$ cat config.mk
export PLATFORM = sky130hd
export DESIGN_NAME = m6809_word_xfer
export DESIGN_NICKNAME = d
export VERILOG_FILES = /design/src/rtl/m6809_pkg.sv /design/src/rtl/m6809_word_xfer.sv
export SDC_FILE = /design/constraint.sdc
export NUM_CORES = 1
export LEC_CHECK = 0
export CAP_MARGIN = 40
export CORE_UTILIZATION = 45
export CTS_BUF_LIST = sky130_fd_sc_hd__clkbuf_2
export CTS_CLUSTER_SIZE = 12
export DETAILED_ROUTE_END_ITERATION = 10
export DONT_BUFFER_PORTS = 1
export GPL_ROUTABILITY_DRIVEN = 0
export GPL_TIMING_DRIVEN = 0
export SYNTH_ARGS = -nofsm -noshare
export SYNTH_HDL_FRONTEND = slang
export SYNTH_SLANG_ARGS = --single-unit
export TNS_END_PERCENT = 20
$ cat constraint.sdc
create_clock -name clk -period 4.1 [get_ports clk]
set_input_delay 0.41 -clock clk [delete_from_list [all_inputs] [get_ports clk]]
set_output_delay 0.41 -clock clk [all_outputs]
set_load 0.03 [all_outputs]
$ cat src/rtl/m6809_pkg.sv
// Shared types for the 6809-style word transfer engine: FSM states and bus R/W levels.
package m6809_pkg;

  typedef enum logic [1:0] {
    IDLE = 2'd0,
    HI   = 2'd1,
    LO   = 2'd2,
    DONE = 2'd3
  } state_t;

  localparam logic BUS_READ  = 1'b1;
  localparam logic BUS_WRITE = 1'b0;

endpackage

$ cat src/rtl/m6809_word_xfer.sv
// Splits a 16-bit load/store into two big-endian byte cycles on an 8-bit 6809-style bus.
// Optional macro M6809_BUS_READY_EN lets bus_ready stretch byte cycles; otherwise it is ignored.
module m6809_word_xfer
  import m6809_pkg::*;
#(
  parameter int ADDR_W = 16
) (
  input  logic              clk,
  input  logic              reset,
  input  logic              start,
  input  logic              wr,
  input  logic [ADDR_W-1:0] addr,
  input  logic [15:0]       wdata,
  output logic              busy,
  output logic              done,
  output logic [15:0]       rdata,
  output logic              n_out,
  output logic              z_out,
  output logic [ADDR_W-1:0] bus_addr,
  output logic              bus_rw,
  output logic              bus_vma,
  output logic [7:0]        bus_dout,
  input  logic [7:0]        bus_din,
  input  logic              bus_ready
);

  state_t            state, state_nxt;
  logic              wr_q;
  logic [ADDR_W-1:0] base_q;
  logic [15:0]       wdata_q;
  logic [7:0]        hi_q;
  logic              rdy;
  logic [15:0]       load_word;

`ifdef M6809_BUS_READY_EN
  assign rdy = bus_ready;
`else
  logic unused_bus_ready;
  assign unused_bus_ready = bus_ready;
  assign rdy = 1'b1;
`endif

  assign load_word = {hi_q, bus_din};

  always_ff @(posedge clk) begin
    if (reset) begin
      state   <= IDLE;
      wr_q    <= 1'b0;
      base_q  <= '0;
      wdata_q <= '0;
      hi_q    <= '0;
      rdata   <= '0;
      n_out   <= 1'b0;
      z_out   <= 1'b1;
    end else begin
      state <= state_nxt;
      case (state)
        IDLE: if (start) begin
          wr_q    <= wr;
          base_q  <= addr;
          wdata_q <= wdata;
        end
        HI: if (rdy && !wr_q) hi_q <= bus_din;
        // Result flags land on the LO->DONE edge so they are valid alongside done.
        LO: if (rdy) begin
          if (wr_q) begin
            n_out <= wdata_q[15];
            z_out <= (wdata_q == 16'h0000);
          end else begin
            rdata <= load_word;
            n_out <= load_word[15];
            z_out <= (load_word == 16'h0000);
          end
        end
        default: ;
      endcase
    end
  end

  always_comb begin
    state_nxt = state;
    busy      = 1'b0;
    done      = 1'b0;
    bus_vma   = 1'b0;
    bus_rw    = BUS_READ;
    bus_dout  = 8'h00;
    bus_addr  = '0;
    case (state)
      IDLE: if (start) state_nxt = HI;
      HI: begin
        busy     = 1'b1;
        bus_vma  = 1'b1;
        bus_addr = base_q;
        bus_rw   = wr_q ? BUS_WRITE : BUS_READ;
        bus_dout = wr_q ? wdata_q[15:8] : 8'h00;
        if (rdy) state_nxt = LO;
      end
      LO: begin
        busy     = 1'b1;
        bus_vma  = 1'b1;
        bus_addr = base_q + {{(ADDR_W-1){1'b0}}, 1'b1};
        bus_rw   = wr_q ? BUS_WRITE : BUS_READ;
        bus_dout = wr_q ? wdata_q[7:0] : 8'h00;
        if (rdy) state_nxt = DONE;
      end
      DONE: begin
        done      = 1'b1;
        state_nxt = IDLE;
      end
      default: state_nxt = IDLE;
    endcase
  end

endmodule
After elaboration in Yosys (flattened, before gate mapping)

Index checks and enable logic that the tools add are counted.

Input bits: 45
Latch bits: 0
Memory bits (writable): 0
Memories kept: 0
Logic and storage cells: 33
Flip-flop bits (word level): 61
Bits in read-only memories: 0

Magnitude comparators: 0
Reductions and logical operators: 7
Multiply operators: 0
$add $sub $neg: 1
Eq/ne operators: 4
Shifts and indexed selects: 0
Divide/modulo/power cells: 0
Bitwise operators: 1
Multiplexer cells: 12

Operators with widths:

| kind                                           | count |
|---|---|
| zero test 16 bit                               | 2 |
| one-hot mux 16 bit (2 select lines)            | 1 |
| adder 16 x 1 -> 16 bit (second input constant) | 1 |
| two-way mux 8 bit                              | 2 |
| one-hot mux 8 bit (2 select lines)             | 1 |
| one-hot mux 2 bit (4 select lines)             | 1 |
| two-way mux 1 bit                              | 6 |
| AND reduction 2 bit                            | 3 |
| == test 2 bit (second input constant)          | 2 |
| == test 2 x 1 -> 1 bit (second input constant) | 1 |
| zero test 2 bit                                | 1 |
| two-way mux 2 bit                              | 1 |
| inequality test 2 bit (second input constant)  | 1 |
| OR reduction 2 bit                             | 1 |
| inverter 1 bit                                 | 1 |

Longest topological paths before layout

Gate-level depths: netlist of run 1.

Depth in word-level cells: 3
Depth in mapped cells: 8
Gate-level depth less buffers: 6

Worst setup path after synthesis of run 1

No wires, ideal clock.

Kind: flip-flop to output port
From: reg state[1]
To: out bus_addr[6]
Cell stages (with the launch flop): 6
Setup slack: 1590 ps
Buffers on the path: 1
Data required time: 3690 ps
Arrival: 2100 ps
Cell sequence: dfxtp_1 inv_1 ha_1 buf_2 clkinv_1 a311oi_1

Longest elaborated chain between the ends: 2
Elaborated cells on any way between the ends: 3
Classes of those cells: 2 x eq/ne; 1 x mux

Ends and longest elaborated chain:

| element                                                 | line                  | source |
|---|---|---|
| start: declaration                                      | m6809_word_xfer.sv:27 | `state_t state, state_nxt;` |
| start signal: assignment                                | m6809_word_xfer.sv:56 | `state <= state_nxt;` |
| == test 2 bit or == test 2 x 1 -> 1 bit (tied branches) | m6809_word_xfer.sv:88 | `case (state)` |
| one-hot mux 16 bit (2 select lines) (*)                 | m6809_word_xfer.sv:88 |  |
| end: declaration                                        | m6809_word_xfer.sv:19 | `output logic [ADDR_W-1:0] bus_addr,` |

Mark *: on every way between the ends. The rest lies on a longest branch, timed or not.

Worst setup path in the final report of run 1

From: reg state[0]
To: out bus_addr[14]

The elaborated chain is that of the path after synthesis.

==> results.yml, run 1 <==
cts:
  root_buffer: "clkbuf_2"
  cts_tree: "done"
  clockBufferDepth: 2
  h-tree-depth: 3
  insertion_delay_ns: 0.48
  numCtsBuffers: 9
  clk_pin_slew_ns: 0.21
  cts_sinks: 61
  ctsResizeCount: 0
  cts_setup_buffers: 0
detailed_routing:
  drtIter0Drc: 95
  vias: 2757
  final_antenna_net_count: 0
  dr.pass1.iters: 4
  drc: 0
  vias_per_cell: 5.53
  wl_per_cell_um: 15.4
  postRouteWirelength_um: 7700
worst_setup_path:
  cp_cell_sequence: "inv_1 -> ha_1 -> buf_2 -> nand2_2 -> nor4_2 -> a21oi_1 -> a31oi_1"
  path_buf_inv: 2
  crit_family: "compound AO/OA/AOI/OAI gates"
  cpPeakStageDelay_ns: 0.60
  critical_path_class: "reg2out"
  cp-start-kind: "register"
  critical_path_required_ns: 3.69
  setup.worst_path.end_class: "primary output"
  path_max_fanout: 9
  crit_arrival_ns: 2.90
  cpMaxStageDelayCell: "a31oi_1"
place:
  dp_hpwl_um: 5550
  numPortBuffers: 0
  placed_area_mm2: 0.00305
yosys:
  ys_types: 46
  yosysSeqAreaShare_pct: 41.7
  syn-instance-count: 393
  ys.warnings.count: 0
  synth_area_per_cell_um2: 7.45
  synth_fp_nets: 443
  yosys_register_bits: 61
  netlist_area_mm2: 0.00293
power_and_ir_drop:
  peakVddDrop_mv: 0.290
  power_leakage_nw: 1.18
  p_per_area_mw_per_mm2: 651
floorplanning:
  core_mm2: 0.00631
  rows: 29
  die-area_mm2: 0.00683
  start_util_pct: 46.4
  die_x_um: 82.7
  die_h_um: 82.7
  ios: 91
sta:
  drv_slew: 0
  maxSlewHeadroom_pct: 48.0
  fin_skew_ns: 0.0441
  rsz0062_at_grt: "no"
  fmax_mhz: 302
  min_period_over_period_pct: 80.8
  hold_violations: 0
  setup_viol: 0
  period_minus_slack_ns: 3.31
  tightest_slew_ns: 0.777
  setup_tns_ns: 0
  hold_slack_ns: 0.0233
cells_and_area:
  syn2layout_area_growth_pct: 11.3
  antenna_cells: 0
  drive_above_1_share_pct: 10.4
  fillerInstances: 666
  seq_area_mm2: 0.00122
  multi_input_area_mm2: 0.00155
  layout.nets: 467
  post-route-cell-area_mm2: 0.00326
grt:
  grtUsageTotal_pct: 22.4
  overflow: 0
  grt_max_degree: 12
  grt_pass1_vias: 2368
  antenna_found_initial: 0
  grt_pass1_wl_um: 11400
min_path:
  hp-class: "in2reg"
run:
  cap_violations: 0
run_status:
  status: "complete, no violations"
cells in the mapped netlist, drive strengths merged:
cell type	n	area (um2)
a21o	1	7.51
clkbuf	14	52.6
dfxtp	61	1220
nor4	11	90.1
a221o	1	10.0
nand2b	3	18.8
nor2	20	77.6
a211o	1	8.76
nand4b	1	8.76
mux2i	1	10.0
o21ai	8	40.0
a31oi	6	37.5
xnor2	1	8.76
and4	1	8.76
a31o	1	8.76
nor3b	1	7.51
a22oi	11	82.6
a41oi	2	17.5
ha	5	62.6
buf	15	77.6
and3	5	31.3
a21oi	65	325
a211oi	2	15.0
inv	5	18.8
clkinv	1	3.75
or4	1	7.51
and2	1	6.26
nor3	2	15.0
nand4	4	46.3
o31ai	3	22.5
nand2	122	460
nand3	12	77.6
a311oi	3	26.3
nor2b	1	6.26
xor2	1	8.76
per-stage QoR:
stage	worst slack, ns	util (%)	power [mW]	std cells
2_1_floorplan	1.59	-	1.49	393
5_1_grt	0.546	51.6	2.27	499
3_5_place_dp	1.34	48.4	1.70	476
6_report	0.786	51.6	2.12	499
3_3_place_gp	1.28	47.9	1.68	470
4_1_cts	0.763	50.7	2.13	493
logic make-up after synthesis:
family          share of synthesized area [%]
xor+xnor                                0.598
simple gates                             29.4
compound gates                           20.6
mux                                     0.342
flops                                    41.7
buf+inv                                  5.21
fa+ha+maj                                2.14
power by group:
part           leakage, nW  total (mW)  switching [mW]  internal, mW
Clock               0.0800       0.435           0.231         0.204
Sequential           0.498       0.869           0.159         0.710
Combinational        0.597       0.817           0.577         0.240
Total                 1.18        2.12           0.967          1.15
flip-flops by register name, indices dropped and copies added, names as in the netlist:
name     cells
n_out        1
wr_q         1
base_q      16
rdata       16
state        2
wdata_q     16
z_out        1
hi_q         8
timing repair:
action,4_1_cts,5_1_grt
hold buffers,1,6
endpoints found under the hold margin,1,6
endpoints found under the setup margin,0,0
cell type report:
cell class / instances / share of cell area, %
Clock inverter: 6 / 2.61
Inverter: 6 / 0.691
Sequential cell: 61 / 37.5
Multi-Input combinational cell: 297 / 47.7
Timing Repair Buffer: 13 / 3.07
Tap cell: 77 / 2.96
Buffer: 29 / 3.99
Clock buffer: 10 / 1.54
placed cells by master (no fill, tap or decap), types with 5 or more instances in the layout:
master,count
clkbuf_1,14
a31oi_1,6
nand3_1,10
dlygate4sd3_1,7
buf_2,17
o21ai_0,8
nor4_1,9
inv_1,5
and3_1,5
ha_1,5
dfxtp_1,61
a22oi_1,11
nor2_1,19
a21oi_1,65
nand2_1,121
clkbuf_2,10
worst paths after layout:
check	from	to	slack [ns]	depth (start not counted)
setup reg to reg	state[0]$_SDFFE_PP0P_	state[1]$_SDFFE_PP0P_	2.16	7
setup / recovery	state[0]$_SDFFE_PP0P_	bus_addr[14]	0.79	7
hold reg to reg	hi_q[0]$_SDFFE_PP0P_	rdata[8]$_SDFFE_PP0P_	0.48	2
hold / removal	addr[12]	base_q[12]$_SDFFE_PP0P_	0.02	2
per-layer routing:
metal | global-route usage (%) | share of wire [%] | vias to the layer above
met5 | 0 | 0 | -
met4 | 8.79 | 0.91 | 0
met3 | 5.60 | 6.9 | 6
met2 | 35.4 | 46 | 93
met1 | 29.1 | 46 | 1253
li1 | - | - | 1405
Power figures use the tool's default switching activity.
==> inputs of run 2 (changes only) <==
Clock period 4.1 ns to 3.4 ns, I/O delays scaled along.
==> run 2 against run 1 <==
Net effect: setup slack worse by 0.56 ns; clock skew up 0.0011 ns; first-iteration DRC count down 12%.
==> results.yml, run 2 (synthesis results as in run 1) <==
cts:
  insertion_delay_ns: 0.48
  clk_pin_slew_ns: 0.21
  clockBufferDepth: 2
  root_buffer: "clkbuf_2"
  h-tree-depth: 3
  cts_sinks: 61
  cts_tree: "done"
  cts_setup_buffers: 0
  numCtsBuffers: 9
detailed_routing:
  drc: 0
  final_antenna_net_count: 0
  vias: 2878
  drtIter0Drc: 84
  vias_per_cell: 5.41
  wl_per_cell_um: 15.3
  postRouteWirelength_um: 8160
  dr.pass1.iters: 5
sta:
  maxSlewHeadroom_pct: 48.5
  fin_skew_ns: 0.0452
  rsz0062_at_grt: "no"
  fmax_mhz: 315
  setup_tns_ns: 0
  tightest_slew_ns: 0.769
  setup_viol: 0
  min_period_over_period_pct: 93.2
  hold_violations: 0
  period_minus_slack_ns: 3.17
  drv_slew: 0
worst_setup_path:
  crit_arrival_ns: 2.83
  cpMaxStageDelayCell: "ha_1"
  r2r-start: "state[0]$_SDFFE_PP0P_"
  critical_path_required_ns: 3.06
  cp_common_cell: "buf_2"
  critical_path_class: "reg2out"
  crit_family: "buffers and inverters"
  setup.worst_path.end_class: "primary output"
  path_max_fanout: 9
  cp-start-kind: "register"
  r2r-end: "state[1]$_SDFFE_PP0P_"
  reg2reg_slack_ns: 1.45
  r2r.worst_path.cells: 7
  cpPeakStageDelay_ns: 0.49
  cp_cell_sequence: "inv_1 -> ha_1 -> buf_2 -> clkinv_1 -> nor2_1 -> o21ai_0 -> o31ai_1 -> buf_2"
  path_buf_inv: 4
place:
  placed_area_mm2: 0.00305
  numPortBuffers: 0
  dp_hpwl_um: 5550
floorplanning:
  die_x_um: 82.7
  start_util_pct: 46.4
  die-area_mm2: 0.00683
  core_mm2: 0.00631
  ios: 91
  die_h_um: 82.7
  rows: 29
cells_and_area:
  syn2layout_area_growth_pct: 22.8
  final_cell_mix: "nand2_1 (121), a21oi_1 (65), dfxtp_1 (61)"
  mostFrequentLayoutCell: "nand2_1"
  top_regs: "base_q: 16 flops, rdata: 16 flops, wdata_q: 16 flops"
  post-route-cell-area_mm2: 0.00360
  layout.nets: 500
  antenna_cells: 0
  drive_above_1_share_pct: 9.89
  fillerInstances: 627
power_and_ir_drop:
  peakVddDrop_mv: 0.356
  p_sw_mw: 1.18
  p_int_mw: 1.42
  p_clk_share_pct: 20.1
  power_frac_comb_pct: 39.6
  seqPwrFrac_pct: 40.3
  swShare_pct: 45.4
  p_per_area_mw_per_mm2: 722
  power_leakage_nw: 1.31
grt:
  grt_max_degree: 12
  grt_pass1_vias: 2530
  grt_pass1_wl_um: 12200
  antenna_found_initial: 0
  grtUsageTotal_pct: 23.9
  overflow: 0
run_status:
  status: "complete, no violations"
min_path:
  hold_end: "state[0]$_SDFFE_PP0P_"
  hold_start: "start"
  hold-path-cell-count: 2
  hp-class: "in2reg"
run:
  cap_violations: 0
run 2: worst max path at each step:
stage	startpoint	end	slack (ns)	depth (start not counted)
floorplan	state[1]$_SDFFE_PP0P_	bus_addr[6]	0.96	5
global placement	state[1]$_SDFFE_PP0P_	bus_addr[6]	0.65	5
detailed placement	state[1]$_SDFFE_PP0P_	bus_addr[14]	0.71	7
CTS	state[0]$_SDFFE_PP0P_	bus_addr[14]	0.13	7
global route	state[0]$_SDFFE_PP0P_	bus_addr[9]	0.004	8
finish	state[0]$_SDFFE_PP0P_	bus_addr[8]	0.23	8
run 2: timing repair:
action                                 4_1_cts  5_1_grt
gates resized for setup                      0        1
hold buffers                                40        0
setup endpoints to repair                    0        1
endpoints found under the hold margin       48        0
run 2: routing by layer:
layer / track usage (%) / wire [um] / up-vias
met4: 9.66 / 85 / 0
met3: 6.04 / 441 / 10
met1: 30.3 / 3780 / 1300
met5: 0 / 0 / -
li1: - / - / 1472
met2: 38.4 / 3860 / 96
run 2: worst reg2reg max path, cell delays in order, from the launching register on:
cell and delay, ns:
dfxtp_1 0.40, inv_1 0.08, ha_1 0.49, buf_2 0.28
clkinv_1 0.27, a21oi_1 0.19, a31oi_1 0.06, nor2_1 0.08
run 2: power by group through the flow:
| stage | Sequential [mW] | Combinational [mW] | Clock, mW |
|---|---|---|---|
| after global routing | 1.07 | 1.14 | 0.567 |
| final | 1.05 | 1.03 | 0.522 |
| after CTS | 1.05 | 1.02 | 0.535 |
| after global placement | 1.06 | 0.965 | 0 |
| after floorplan | 1.03 | 0.775 | 0 |
| after detailed placement | 1.06 | 0.980 | 0 |
run 2: final cells by class:
cell class / instances / area (um2) / area share, %
Inverter: 6 / 22.5 / 0.626
Multi-Input combinational cell: 297 / 1560 / 43.4
Tap cell: 77 / 96.3 / 2.68
Sequential cell: 61 / 1220 / 34.0
Clock buffer: 10 / 50.0 / 1.39
Buffer: 29 / 130 / 3.62
Clock inverter: 6 / 85.1 / 2.37
Timing Repair Buffer: 46 / 430 / 12.0
run 2: metrics by stage:
stage	hold WS, ns	worst slack, ns	util (%)	std cells	power [mW]
after global placement	0.462	0.649	47.9	470	2.03
after CTS	0.00639	0.133	56.9	532	2.60
final	0.0446	0.230	57.0	532	2.60
after detailed placement	0.465	0.706	48.4	476	2.04
after global routing	0.00803	0.00402	57.0	532	2.78
after floorplan	0.445	0.960	-	393	1.80
